===== config.mk =====
export PLATFORM = sky130hd
export DESIGN_NAME = fetch_stage
export DESIGN_NICKNAME = d
export VERILOG_FILES = /design/src/rtl/fetch_pkg.sv /design/src/rtl/fetch_queue.sv /design/src/rtl/fetch_stage.sv
export SDC_FILE = /design/constraint.sdc
export NUM_CORES = 1
export LEC_CHECK = 0
export CAP_MARGIN = 5
export CORE_ASPECT_RATIO = 0.7
export CORE_MARGIN = 2
export CORE_UTILIZATION = 54
export CTS_CLUSTER_SIZE = 30
export DETAILED_ROUTE_END_ITERATION = 16
export PLACE_DENSITY = 0.8
export SETUP_SLACK_MARGIN = 0.2
export SYNTH_ARGS = -nofsm -noshare
export SYNTH_HDL_FRONTEND = slang
export SYNTH_HIERARCHICAL = 1
export SYNTH_SLANG_ARGS = --single-unit

===== constraint.sdc =====
create_clock -name clk -period 3.9 [get_ports clk]
set_input_delay 1.17 -clock clk [delete_from_list [all_inputs] [get_ports clk]]
set_output_delay 1.17 -clock clk [all_outputs]
set_load 0.01 [all_outputs]

===== src/rtl/fetch_pkg.sv =====
// Shared types for the fetch stage and its queue.
// Word addresses are bits [15:1] of the byte address.
package fetch_pkg;

  localparam int ADDR_W = 15;
  localparam int INSTR_W = 16;

  typedef logic [ADDR_W:1] addr_t;

  typedef struct packed {
    addr_t              pc;
    addr_t              pred;
    logic [INSTR_W-1:0] instr;
    logic               filled;
    logic               kill;
  } fq_entry_t;

endpackage


===== src/rtl/fetch_queue.sv =====
// In-order fetch buffer: alloc on issue, fill on response,
// pop at the head; kill_all marks every entry wrong-path.
module fetch_queue
  import fetch_pkg::*;
#(
  parameter int DEPTH = 4,
  localparam int PW = $clog2(DEPTH)
) (
  input  logic               clk,
  input  logic               rst_n,
  input  logic               alloc,
  input  addr_t              alloc_pc,
  input  addr_t              alloc_pred,
  input  logic               fill,
  input  logic [INSTR_W-1:0] fill_instr,
  input  logic               pop,
  input  logic               kill_all,
  output logic [PW:0]        count,
  output logic               full,
  output fq_entry_t          head
);

  fq_entry_t   q [DEPTH];
  logic [PW:0] alloc_ptr;
  logic [PW:0] fill_ptr;
  logic [PW:0] rd_ptr;
  logic        pending;

  // Pointers carry a wrap bit so full and empty differ.
  assign count   = alloc_ptr - rd_ptr;
  assign full    = count == (PW + 1)'(DEPTH);
  assign pending = fill_ptr != alloc_ptr;
  assign head    = q[rd_ptr[PW-1:0]];

  always_ff @(posedge clk or negedge rst_n) begin
    if (!rst_n) begin
      alloc_ptr <= '0;
      fill_ptr  <= '0;
      rd_ptr    <= '0;
      for (int i = 0; i < DEPTH; i++) begin
        q[i] <= '0;
      end
    end else begin
      if (kill_all) begin
        for (int i = 0; i < DEPTH; i++) begin
          q[i].kill <= 1'b1;
        end
      end
      if (alloc) begin
        q[alloc_ptr[PW-1:0]] <= '{
          pc:     alloc_pc,
          pred:   alloc_pred,
          instr:  '0,
          filled: 1'b0,
          kill:   1'b0
        };
        alloc_ptr <= alloc_ptr + 1'b1;
      end
      if (fill && pending) begin
        q[fill_ptr[PW-1:0]].instr  <= fill_instr;
        q[fill_ptr[PW-1:0]].filled <= 1'b1;
        fill_ptr <= fill_ptr + 1'b1;
      end
      if (pop) begin
        rd_ptr <= rd_ptr + 1'b1;
      end
    end
  end

  // A response with nothing outstanding is dropped.
  rsp_has_slot: assert property (
    @(posedge clk) disable iff (!rst_n)
    fill |-> pending
  );

endmodule


===== src/rtl/fetch_stage.sv =====
// Fetch stage: PC, issue, redirect and predictor write-back.
// Define FETCH_PERF_EN to add redirect/stall counters.
module fetch_stage
  import fetch_pkg::*;
#(
  parameter int          DEPTH    = 4,
  parameter logic [15:1] RESET_PC = 15'h0000
) (
  input  logic        clk,
  input  logic        rst_n,
  output logic [15:1] bp_raddr,
  input  logic [15:1] bp_rdata,
  output logic        bp_wen,
  output logic [15:1] bp_waddr,
  output logic [15:1] bp_wdata,
  output logic        imem_req_valid,
  input  logic        imem_req_ready,
  output logic [15:1] imem_req_addr,
  input  logic        imem_rsp_valid,
  input  logic [15:0] imem_rsp_data,
  input  logic        redirect_valid,
  input  logic [15:1] redirect_src_pc,
  input  logic [15:1] redirect_target,
  output logic        out_valid,
  input  logic        out_ready,
  output logic [15:1] out_pc,
  output logic [15:1] out_pred_pc,
  output logic [15:0] out_instr
`ifdef FETCH_PERF_EN
  ,
  output logic [31:0] perf_redirects,
  output logic [31:0] perf_stall_cycles
`endif
);

  localparam int PW = $clog2(DEPTH);

  addr_t       pc;
  logic        run;
  logic [PW:0] count;
  logic        full;
  logic        empty;
  fq_entry_t   head;
  logic        fire;
  logic        drop;
  logic        pop;

  assign bp_raddr      = pc;
  assign imem_req_addr = pc;

  // run keeps issue quiet through the reset cycle.
  assign imem_req_valid =
    run && !full && !redirect_valid;
  assign fire = imem_req_valid && imem_req_ready;

  assign empty = count == '0;
  assign out_valid =
    !empty && head.filled && !head.kill &&
    !redirect_valid;
  assign drop = !empty && head.filled && head.kill;
  assign pop  = (out_valid && out_ready) || drop;

  assign out_pc      = head.pc;
  assign out_pred_pc = head.pred;
  assign out_instr   = head.instr;

  fetch_queue #(
    .DEPTH (DEPTH)
  ) u_queue (
    .clk        (clk),
    .rst_n      (rst_n),
    .alloc      (fire),
    .alloc_pc   (pc),
    .alloc_pred (bp_rdata),
    .fill       (imem_rsp_valid),
    .fill_instr (imem_rsp_data),
    .pop        (pop),
    .kill_all   (redirect_valid),
    .count      (count),
    .full       (full),
    .head       (head)
  );

  always_ff @(posedge clk or negedge rst_n) begin
    if (!rst_n) begin
      pc       <= RESET_PC;
      run      <= 1'b0;
      bp_wen   <= 1'b0;
      bp_waddr <= '0;
      bp_wdata <= '0;
    end else begin
      run    <= 1'b1;
      bp_wen <= redirect_valid;
      if (redirect_valid) begin
        pc       <= redirect_target;
        bp_waddr <= redirect_src_pc;
        bp_wdata <= redirect_target;
      end else if (fire) begin
        pc <= bp_rdata;
      end
    end
  end

`ifdef FETCH_PERF_EN
  always_ff @(posedge clk or negedge rst_n) begin
    if (!rst_n) begin
      perf_redirects    <= '0;
      perf_stall_cycles <= '0;
    end else begin
      if (redirect_valid) begin
        perf_redirects <= perf_redirects + 1'b1;
      end
      if (full) begin
        perf_stall_cycles <= perf_stall_cycles + 1'b1;
      end
    end
  end
`endif

endmodule


==> impl_metrics.py <==
metrics = {
    "outcome": {
        "status": "completed",
    },
    "sta": {
        "finalCriticalPeriod_ns": 3.64,
        "skew_ns": 0.00834,
        "min_period_over_period_pct": 93.3,
        "fin_ws_ns": 0.261,
        "tightestPinTransition_ns": 0.627,
        "fmax_mhz": 275,
        "finalSetupViolations": 0,
        "rsz0062_at_grt": "yes",
        "whs_ns": 0.477,
        "max_slew_margin_pct": 58.2,
        "tns_ns": 0,
        "hold_viol": 0,
        "drv_slew": 0,
    },
    "final_layout": {
        "num-nets-final": 1040,
        "seq_area_mm2": 0.00621,
        "num_antenna_cells": 0,
        "drive_above_1_share_pct": 29.0,
        "multi_input_area_mm2": 0.00449,
        "n_fill_cell": 1427,
        "syn_to_final_growth_pct": 24.7,
        "fin_util_pct": 68.2,
    },
    "power_and_ir_drop": {
        "p_seq_share_pct": 37.5,
        "switchingPower_uw": 3640,
        "p_leak_uw": 0.00631,
        "peakVddDrop_mv": 0.369,
        "p_comb_share_pct": 43.0,
        "cell_internal_pwr_uw": 7810,
        "swShare_pct": 31.8,
        "clkPwrFrac_pct": 19.5,
        "power_density_mw_per_mm2": 819,
    },
    "setup_path": {
        "cp-end-kind": "primary output",
        "crit_type": "flop to primary output",
        "path_cells": "ha_4, fa_2, xnor2_2, xnor2_2, and3_4, inv_2, and3_4, buf_2",
        "slowest_stage": "dfrtp_4",
        "critPathRequiredTime_ns": 2.73,
        "path_max_fanout": 2,
        "critPathArrivalTime_ns": 2.47,
        "slowest_delay_ns": 0.51,
        "rr_worst_depth": 11,
        "startpoint_type": "flop",
        "r2r_start": "u_queue/rd_ptr[0]",
        "reg2reg_setup_slack_ns": 0.78,
    },
    "clocking": {
        "cts_max_level": 1,
        "tritoncts": "done",
        "clockBufferDepth": 3,
        "clk_pin_slew_ns": 0.06,
        "cts-root-buf": "clkbuf_16",
        "cts.sinks": 248,
        "clk_latency_ns": 0.51,
        "numCtsBuffers": 24,
    },
    "grt": {
        "grt_use_met2_pct": 37.2,
        "gr-total-overflow": 0,
        "grt_usage_pct": 24.1,
        "grt_max_degree": 83,
        "grt_pass1_wl_um": 41500,
        "grt_pass1_vias": 7383,
        "grtUsageMet1_pct": 36.9,
        "grt-busiest-layer": "met2",
        "antenna_found_initial": 0,
        "gr-usage-met3_pct": 3.54,
    },
    "job": {
        "maxCapViolCount": 0,
    },
    "place": {
        "pre_cts_slack_ns": 0.279,
        "place_hpwl_um": 16800,
        "place.gp.congestion": 0.759,
        "io_buffers": 175,
    },
    "floorplan": {
        "die_w_um": 176,
        "row_count": 44,
        "die-area_mm2": 0.0220,
        "boundaryPins": 176,
        "start_util_pct": 54.7,
        "die_y_um": 125,
        "core_mm2": 0.0205,
    },
    "route": {
        "viasPerCell": 5.56,
        "route.vias.total": 6969,
        "drc": 0,
        "first_pass_iters": 4,
        "wl_per_cell_um": 20.6,
        "antenna_left": 0,
        "routed_wl_um": 25800,
        "drt-initial-drc-count": 502,
    },
    "yosys": {
        "synth_nets": 876,
        "muxShareOfSynthArea_pct": 30.9,
        "yosysSeqAreaShare_pct": 55.3,
        "syn-cell-area_mm2": 0.0112,
        "ys.flop_type": "dfrtp_1",
        "ys_ff_latch": 248,
        "synth-edff-count": 0,
        "post_synth_xor_area_fraction_pct": 1.01,
        "synth_top_family_by_area": "multiplexers",
        "synth_compound_area_share_pct": 2.59,
        "synthCells": 798,
        "syn-mean-instance-area_um2": 14.1,
        "ys_types": 32,
        "synth_fa_ha_area_share_pct": 1.29,
        "synth-async-reset-ratio_pct": 100,
        "yosys_warnings": 6,
        "yosys.area_share.simple_pct": 3.33,
    },
    "worst_hold_path": {
        "min_from": "u_queue/q[0]",
        "hold_depth": 1,
        "holdPathEnd": "u_queue/q[0]",
        "min_path_type": "flop to flop",
    },
}
[worst max-delay path by stage]
stage	startpoint	to	depth (start not counted)
after floorplan	u_queue/alloc_ptr[0]	flop	14
after global placement	u_queue/rd_ptr[0]	imem_req_valid	8
after detailed placement	u_queue/rd_ptr[0]	imem_req_valid	8
after CTS	u_queue/rd_ptr[0]	out_valid	7
after global routing	u_queue/rd_ptr[0]	imem_req_valid	8
final	u_queue/rd_ptr[0]	imem_req_valid	8
[cells in the mapped netlist, types with 3 or more instances]
cell,count,area (µm²)
xnor2_1,7,61.3
buf_6,6,67.6
a31oi_1,3,18.8
xor2_1,6,52.6
a21o_1,3,22.5
mux2i_1,64,641
dfrtp_1,248,6210
o21a_1,4,30.0
buf_2,30,150
ha_1,10,125
mux2_4,10,150
nand2_1,90,338
o21ai_0,32,160
inv_1,54,203
mux4_2,48,1080
buf_4,18,135
clkbuf_1,5,18.8
mux2_2,142,1600
[final cells by class]
cell class	instances	area share, %
clock buffers	36	4.98
flip-flops and latches	248	44.4
repair buffers	200	14.2
multi-input cells	434	32.1
well taps	276	2.47
inverters	54	1.45
clock inverters	6	0.411
[routing by layer]
metal  vias up  wire, µm
li1       3092         -
met1      3656     11900
met2       187     12100
met3        34      1360
met4         0       445
met5         -         0
[power by group through the flow]
stage	logic (µW)	registers, µW	clock network [µW]
after global routing	5290	4420	2380
after CTS	4900	4280	2280
final	4920	4300	2240
after floorplan	3020	4120	0
after global placement	4680	4240	0
after detailed placement	4810	4300	0
[placed cells by master (no fill, tap or decap), drive strengths merged, types with 6 or more instances in the layout]
cell	synthesis	final
mux4	48	48
xor2	6	6
clkbuf	6	36
o21ai	32	32
xnor2	7	7
buf	56	28
nand2	90	90
mux2	152	152
mux2i	64	64
dfrtp	248	248
clkdlybuf4s50	0	171
inv	54	54
ha	10	10
[what timing repair did]
action,CTS,global route
hold buffers,0,0
setup buffers,1,0
setup endpoints to repair,22,6
pin swaps,5,4
resized for setup,14,6
[metrics by stage]
stage	area [µm²]	power [µW]	cells
after floorplan	11200	7140	798
after global placement	13200	8920	1211
after detailed placement	13200	9110	1211
after CTS	14000	11500	1254
after global routing	14000	12100	1254
final	14000	11500	1254
[cells by family after synthesis]
family | count (synthesis)
buf+inv | 116
xor+xnor | 13
simple gates | 97
other cells | 1
fa+ha+maj | 11
flops | 248
compound gates | 48
mux | 264
[critical path, delay by kind of cell (launching register included)]
kind | cells | cell delay, ns
simple gates | 2 | 0.38
xor+xnor | 2 | 0.33
fa+ha+maj | 2 | 0.55
buf+inv | 2 | 0.19
flops | 1 | 0.51
(Power assumes the default switching activity.)
